### src/rtl/mem_wb_stage_pkg.sv
// Shared types and constants for the MEM/WB write-back stage.
package mem_wb_stage_pkg;

    localparam int unsigned REG_IDX_W = 5;
    localparam int unsigned FUNCT3_W  = 3;

    localparam logic [FUNCT3_W-1:0]  FUNCT3_LW = 3'b010;
    localparam logic [REG_IDX_W-1:0] ZERO_REG  = 5'd0;

    typedef enum logic [1:0] {
        S_RUN     = 2'd0,
        S_WAIT_LD = 2'd1,
        S_ERR     = 2'd2
    } wb_state_t;

    // Destination of an outstanding load, held while data memory responds
    typedef struct packed {
        logic                 reg_wr;
        logic [REG_IDX_W-1:0] idx;
    } wb_pend_t;

    function automatic logic is_word_load(input logic [FUNCT3_W-1:0] funct3);
        return funct3 == FUNCT3_LW;
    endfunction

    function automatic logic writes_reg(input logic reg_wr, input logic [REG_IDX_W-1:0] idx);
        return reg_wr && (idx != ZERO_REG);
    endfunction

    // Regfile index actually written; x0 and non-writing instructions map to 0
    function automatic logic [REG_IDX_W-1:0] wr_idx(input logic reg_wr,
                                                    input logic [REG_IDX_W-1:0] idx);
        return writes_reg(reg_wr, idx) ? idx : ZERO_REG;
    endfunction

endpackage

### src/rtl/mem_wb_stage_ld_timer.sv
// Load-response watchdog: counts cycles spent waiting and flags the last allowed one.
import mem_wb_stage_pkg::*;

module wb_ld_timer #(
    parameter int unsigned LOAD_TIMEOUT = 64
) (
    input  logic clk,
    input  logic rst,
    input  logic clear,
    input  logic enable,
    output logic expire_c
);

    localparam int unsigned CNT_W = (LOAD_TIMEOUT > 2) ? $clog2(LOAD_TIMEOUT) : 1;
    localparam logic [CNT_W-1:0] LAST = CNT_W'(LOAD_TIMEOUT - 1);

    logic [CNT_W-1:0] count;

    always_ff @(posedge clk) begin
        if (rst || clear) begin
            count <= '0;
        end else if (enable && (count != LAST)) begin
            count <= count + CNT_W'(1);
        end
    end

    assign expire_c = (count == LAST);

endmodule

### src/rtl/mem_wb_stage.sv
// MEM/WB register: retires EX/MEM results, merges multi-cycle load data, stalls upstream on a pending load.
// Optional retire counter port enabled by defining WB_RETIRE_CNT_EN.
import mem_wb_stage_pkg::*;

module mem_wb_stage #(
    parameter int unsigned XLEN         = 32,
    parameter int unsigned LOAD_TIMEOUT = 64,
    parameter int unsigned RETIRE_CNT_W = 32
) (
    input  logic                 clk,
    input  logic                 rst,
    input  logic                 ex_mem_valid_inst,
    input  logic                 ex_mem_reg_wr,
    input  logic                 ex_mem_rd_mem,
    input  logic [REG_IDX_W-1:0] ex_mem_dest_reg_idx,
    input  logic [XLEN-1:0]      ex_mem_alu_result,
    input  logic                 mem_rsp_valid,
    input  logic [XLEN-1:0]      mem_rsp_data,
    output logic                 wb_stall,
    output logic                 mem_wb_valid_inst,
    output logic                 mem_wb_reg_wr,
    output logic [REG_IDX_W-1:0] mem_wb_dest_reg_idx,
    output logic [XLEN-1:0]      wb_reg_wr_data_out,
    output logic [REG_IDX_W-1:0] rd_mem_wb,
    output logic                 load_err
`ifdef WB_RETIRE_CNT_EN
    ,
    output logic [RETIRE_CNT_W-1:0] retire_cnt
`endif
);

    wb_state_t state, state_nxt;
    wb_pend_t  pend, pend_nxt;

    logic                 valid_nxt;
    logic                 reg_wr_nxt;
    logic [REG_IDX_W-1:0] dest_nxt;
    logic [XLEN-1:0]      data_nxt;
    logic [REG_IDX_W-1:0] rd_nxt;
    logic                 err_nxt;
    logic                 expire_c;

    wb_ld_timer #(
        .LOAD_TIMEOUT(LOAD_TIMEOUT)
    ) u_ld_timer (
        .clk     (clk),
        .rst     (rst),
        .clear   (state != S_WAIT_LD),
        .enable  (state == S_WAIT_LD),
        .expire_c(expire_c)
    );

    // Next state and next MEM/WB contents
    always_comb begin
        state_nxt  = state;
        pend_nxt   = pend;
        valid_nxt  = 1'b0;
        reg_wr_nxt = 1'b0;
        dest_nxt   = ZERO_REG;
        data_nxt   = '0;
        err_nxt    = load_err;

        case (state)
            S_RUN: begin
                if (ex_mem_valid_inst) begin
                    if (!ex_mem_rd_mem || mem_rsp_valid) begin
                        valid_nxt  = 1'b1;
                        reg_wr_nxt = writes_reg(ex_mem_reg_wr, ex_mem_dest_reg_idx);
                        dest_nxt   = wr_idx(ex_mem_reg_wr, ex_mem_dest_reg_idx);
                        data_nxt   = ex_mem_rd_mem ? mem_rsp_data : ex_mem_alu_result;
                    end else begin
                        pend_nxt.reg_wr = ex_mem_reg_wr;
                        pend_nxt.idx    = ex_mem_dest_reg_idx;
                        state_nxt       = S_WAIT_LD;
                    end
                end
            end
            S_WAIT_LD: begin
                if (mem_rsp_valid) begin
                    valid_nxt  = 1'b1;
                    reg_wr_nxt = writes_reg(pend.reg_wr, pend.idx);
                    dest_nxt   = wr_idx(pend.reg_wr, pend.idx);
                    data_nxt   = mem_rsp_data;
                    state_nxt  = S_RUN;
                end else if (expire_c) begin
                    err_nxt   = 1'b1;
                    state_nxt = S_ERR;
                end
            end
            S_ERR: begin
                err_nxt = 1'b1;
            end
            default: begin
                state_nxt = S_RUN;
            end
        endcase

        // Hazard index seen by ID in the cycle after this edge
        if (state_nxt == S_WAIT_LD) begin
            rd_nxt = pend_nxt.idx;
        end else if (valid_nxt && reg_wr_nxt) begin
            rd_nxt = dest_nxt;
        end else begin
            rd_nxt = ZERO_REG;
        end
    end

    always_ff @(posedge clk) begin
        if (rst) begin
            state               <= S_RUN;
            pend                <= '0;
            wb_stall            <= 1'b0;
            mem_wb_valid_inst   <= 1'b0;
            mem_wb_reg_wr       <= 1'b0;
            mem_wb_dest_reg_idx <= ZERO_REG;
            wb_reg_wr_data_out  <= '0;
            rd_mem_wb           <= ZERO_REG;
            load_err            <= 1'b0;
        end else begin
            state               <= state_nxt;
            pend                <= pend_nxt;
            wb_stall            <= (state_nxt != S_RUN);
            mem_wb_valid_inst   <= valid_nxt;
            mem_wb_reg_wr       <= reg_wr_nxt;
            mem_wb_dest_reg_idx <= dest_nxt;
            wb_reg_wr_data_out  <= data_nxt;
            rd_mem_wb           <= rd_nxt;
            load_err            <= err_nxt;
        end
    end

`ifdef WB_RETIRE_CNT_EN
    always_ff @(posedge clk) begin
        if (rst) begin
            retire_cnt <= '0;
        end else if (valid_nxt) begin
            retire_cnt <= retire_cnt + RETIRE_CNT_W'(1);
        end
    end
`else
    logic unused_retire_cnt_w;
    assign unused_retire_cnt_w = 1'(RETIRE_CNT_W & 32'd1);
`endif

endmodule

### config.mk
export PLATFORM = sky130hd
export DESIGN_NAME = mem_wb_stage
export DESIGN_NICKNAME = d
export VERILOG_FILES = /design/src/rtl/mem_wb_stage_pkg.sv /design/src/rtl/mem_wb_stage_ld_timer.sv /design/src/rtl/mem_wb_stage.sv
export SDC_FILE = /design/constraint.sdc
export NUM_CORES = 1
export LEC_CHECK = 0
export ABC_AREA = 1
export ABC_CLOCK_PERIOD_IN_PS = 1200
export BUFFER_PORTS_ARGS = -buffer_cell sky130_fd_sc_hd__buf_4
export CORE_ASPECT_RATIO = 0.7
export CORE_UTILIZATION = 42
export DETAILED_ROUTE_END_ITERATION = 8
export PLACE_DENSITY = 0.79
export SYNTH_ARGS = -nofsm -noshare
export SYNTH_HDL_FRONTEND = slang
export SYNTH_SLANG_ARGS = --single-unit
### constraint.sdc
create_clock -name clk -period 1.2 [get_ports clk]
set_input_delay 0.24 -clock clk [delete_from_list [all_inputs] [get_ports clk]]
set_output_delay 0.24 -clock clk [all_outputs]
set_load 0.03 [all_outputs]
==> impl_metrics.csv <==
group,metric,value,unit
sta,timing.hold.ws,154,ps
power_and_ir_drop,totalPowerFinal,4790,uW
synthesis,yosysSeqAreaShare,0.443,
floorplan,rows,24,
setup_path,crit_path_max_incr_delay,340,ps
setup_path,cpMostUsedCell,"nor2_4",
worst_hold_path,hold_path_class,"primary input to flop",
routing,drt-pass1-iter-count,7,
run_status,status,"finished, violations left",
finish,finish.net_count,634,
routing,wl_per_cell,12.8,um
grt,grt_max_degree,33,
synthesis,synth_xor_area_frac,0.00323,
synthesis,synth_top_area_share,0.443,
sta,max_freq,824,MHz
finish,fill_cells,537,
place,globalplace.congestion,0.840,
sta,fin_skew,9.95,ps
setup_path,crit_arrival,1480,ps
synthesis,ys.flop_type,"dfxtp_1",
grt,grt_util_all_layers,0.239,
run_status,violations,"DRC, setup timing",
routing,drcViolationCount,12,
power_and_ir_drop,ir_drop,1.07,mV
clock_network,clock_path_buffers,2,
floorplan,io_pins,121,
routing,ant_nets,0,
synthesis,synth_area_leader_cell,"dfxtp_1",
worst_hold_path,holdPathStages,2,
finish,post_route_cells_drive_above_1_share,0.399,
clock_network,cts.sinks,60,
place,placed_area,0.00376,mm^2
synthesis,muxShareOfSynthArea,0,
place,dpl.hpwl,5.47,mm
setup_path,crit_chain,"nor2_4 -> nand2_2 -> nor2_4 -> buf_6 -> clkbuf_16 -> nand2_1 -> a21oi_2",
setup_path,critPathMaxFanout,13,
power_and_ir_drop,powerDensity,1120,mW/mm^2
clock_network,worstSkewPairLatency,330,ps
synthesis,synth.distinct_cells,22,
synthesis,syn_inst,414,
sta,tightest_slew,368,ps
sta,min_period,1210,ps
synthesis,yosys_warnings,0,
sta,setup_ws,-13.1,ps
setup_path,reg2reg_depth,7,
setup_path,required,1470,ps
clock_network,htreeDepth,3,
synthesis,syn-cell-area,0.00271,mm^2
synthesis,synth-simple-area-share,0.384,
synthesis,synth_commonest_cells,"nand2_1 (217), dfxtp_1 (60), a21oi_1 (39)",
finish,area_growth,57.2,%
grt,first_global_vias,2886,
setup_path,critical_path_class,"flop to flop",
job,max_cap_violations,0,
routing,viasPerCell,4.88,
synthesis,netlist_top_cells_area,"dfxtp_1 (44%), nand2_1 (30%), a21oi_1 (7.2%)",
sta,max-slew-margin-rel,0.754,
synthesis,synth_most_common_cell,"nand2_1",
synthesis,synth_compound_area_frac,0.0882,
synthesis,synth_top_family_by_area,"simple AND/OR/NAND/NOR gates",
routing,vias,3117,
grt,antenna_found_initial,0,
floorplan,core,0.00622,mm^2
sta,drv_slew,0,
synthesis,synth.avg_cell_area,6.55,um^2
floorplan,initial_core_util,0.436,
setup_path,cp.depth,7,
clock_network,cts_tree,"yes",
routing,drt_iter0_markers,127,
grt,overflow,0,
place,place.port_buffers,120,
clock_network,clk_pin_slew_worst_paths,60,ps
setup_path,start_kind,"flop",
clock_network,root_buffer,"clkbuf_8",
setup_path,crit_slowest_cell,"dfxtp_2",
grt,grt_pass1_wl,13.0,mm
floorplan,dieArea,0.00678,mm^2
routing,wirelength,8.19,mm
synthesis,synthAdderAreaFrac,0.00462,
floorplan,die_w,98.0,um
synthesis,synth_edf_count,0,
sta,setup_viol,3,
setup_path,path_buf_inv,2,
setup_path,crit_family,"simple AND/OR/NAND/NOR gates",
floorplan,dieHeight,69.2,um
power_and_ir_drop,cellLeakagePower,0.00219,uW
finish,final_cell_area,0.00426,mm^2
synthesis,syn-num-nets,490,
clock_network,cts_buffers,9,
finish,n_antenna_cell,0,
setup_path,cp-end-kind,"flop",
sta,hold_viol_final,0,
sta,rsz0062_at_grt,"true",
synthesis,synth-seq-cells,60,
sta,fin_crit_sh,1.01,
synthesis,synth-async-reset-ratio,0,
==> power breakdown <==
part           internal, uW  leakage [uW]  switching (uW)
clock                  1050     0.0000983             731
sequential             2070      0.000491            28.0
combinational           411       0.00160             506
==> path summary, 6_finish.rpt <==
path | startpoint | end | slack, ps
worst max-delay path | state[0]$_SDFF_PP0_ | wb_reg_wr_data_out[0]$_SDFF_PP0_ | -10
worst min register to register | load_err$_SDFFE_PP0P_ | load_err$_SDFFE_PP0P_ | 470
worst min-delay path | rst | mem_wb_reg_wr$_SDFF_PP0_ | 150
worst max register to register | state[0]$_SDFF_PP0_ | wb_reg_wr_data_out[0]$_SDFF_PP0_ | -10
==> repair_timing <==
action                                  CTS  global route
buffers inserted                          5             8
gates resized for setup                  22            36
endpoints found under the setup margin   45            52
gates cloned                              0             1
hold buffers                              0             0
pin swaps                                 7            10
==> cell type report <==
type                       instances  area, um^2  share of cell area
clock buffer                      12         155              0.0364
clock inverter                     2        35.0             0.00823
inverter                          28         105              0.0247
sequential                        60        1210               0.284
multi-input combinational        307        1470               0.345
timing repair buffer             152        1190               0.279
tap                               78        97.6              0.0229
==> sequential cells by signal, indices dropped and copies added, names as in the netlist <==
register	count
mem_wb_valid_inst	1
state	2
rd_mem_wb	5
mem_wb_dest_reg_idx	5
load_err	1
wb_reg_wr_data_out	32
mem_wb_reg_wr	1
wb_stall	1
pend	6
u_ld_timer.count	6
==> cell usage in the layout, fill, tap and decap left out <==
master and count:
a21oi_1 17, a21oi_2 22, a31oi_1 1, buf_12 1, buf_4 145, buf_6 5
bufinv_16 1, clkbuf_1 1, clkbuf_16 1, clkbuf_8 11, clkinv_2 1, dfxtp_1 56
dfxtp_2 3, dfxtp_4 1, ha_4 1, inv_1 21, inv_2 7, nand2_1 206
nand2_2 8, nand2_4 3, nand3_1 10, nand3_4 1, nand4_1 3, nor2_1 15
nor2_2 6, nor2_4 4, nor2_8 1, o21a_1 1, o21ai_0 4, o21ai_1 1
o21ai_2 1, or2_2 1, xnor2_1 1
==> routing by layer <==
layer | track usage | wire, um | part of all wire | vias up
li1 | - | - | - | 1560
met1 | 0.301 | 3570 | 0.44 | 1419
met2 | 0.393 | 3790 | 0.46 | 124
met3 | 0.0665 | 709 | 0.087 | 14
met4 | 0.0859 | 127 | 0.015 | 0
met5 | 0 | 0 | 0 | -
==> logic make-up (layout without fill, tap and decap cells) <==
family / after synthesis / count (layout)
xor gates and xnor gates: 1 / 1
adders and majority gates: 1 / 1
buffers and inverters: 47 / 194
DFF: 60 / 60
AOI/OAI and AO/OA: 47 / 47
and+or+nand+nor: 258 / 258
==> worst reg2reg max path: cells and delay by family (launching register included) <==
kind / cells / cell delay (ps)
buffers and inverters: 2 / 270
DFF: 1 / 340
and+or+nand+nor: 4 / 430
AOI/OAI and AO/OA: 1 / 120
==> metrics by stage <==
step / instances / utilization / setup WS (ps) / setup TNS (ps)
final: 639 / 0.685 / -13.1 / -25.0
after global routing: 639 / 0.685 / -118 / -3530
after CTS: 630 / 0.652 / -29.1 / -71.5
after detailed placement: 611 / 0.604 / -171 / -2600
after global placement: 611 / 0.604 / -84.1 / -938
after floorplan: 414 / - / 4.58 / 0
No activity file was read; power rests on OpenSTA's default activity.
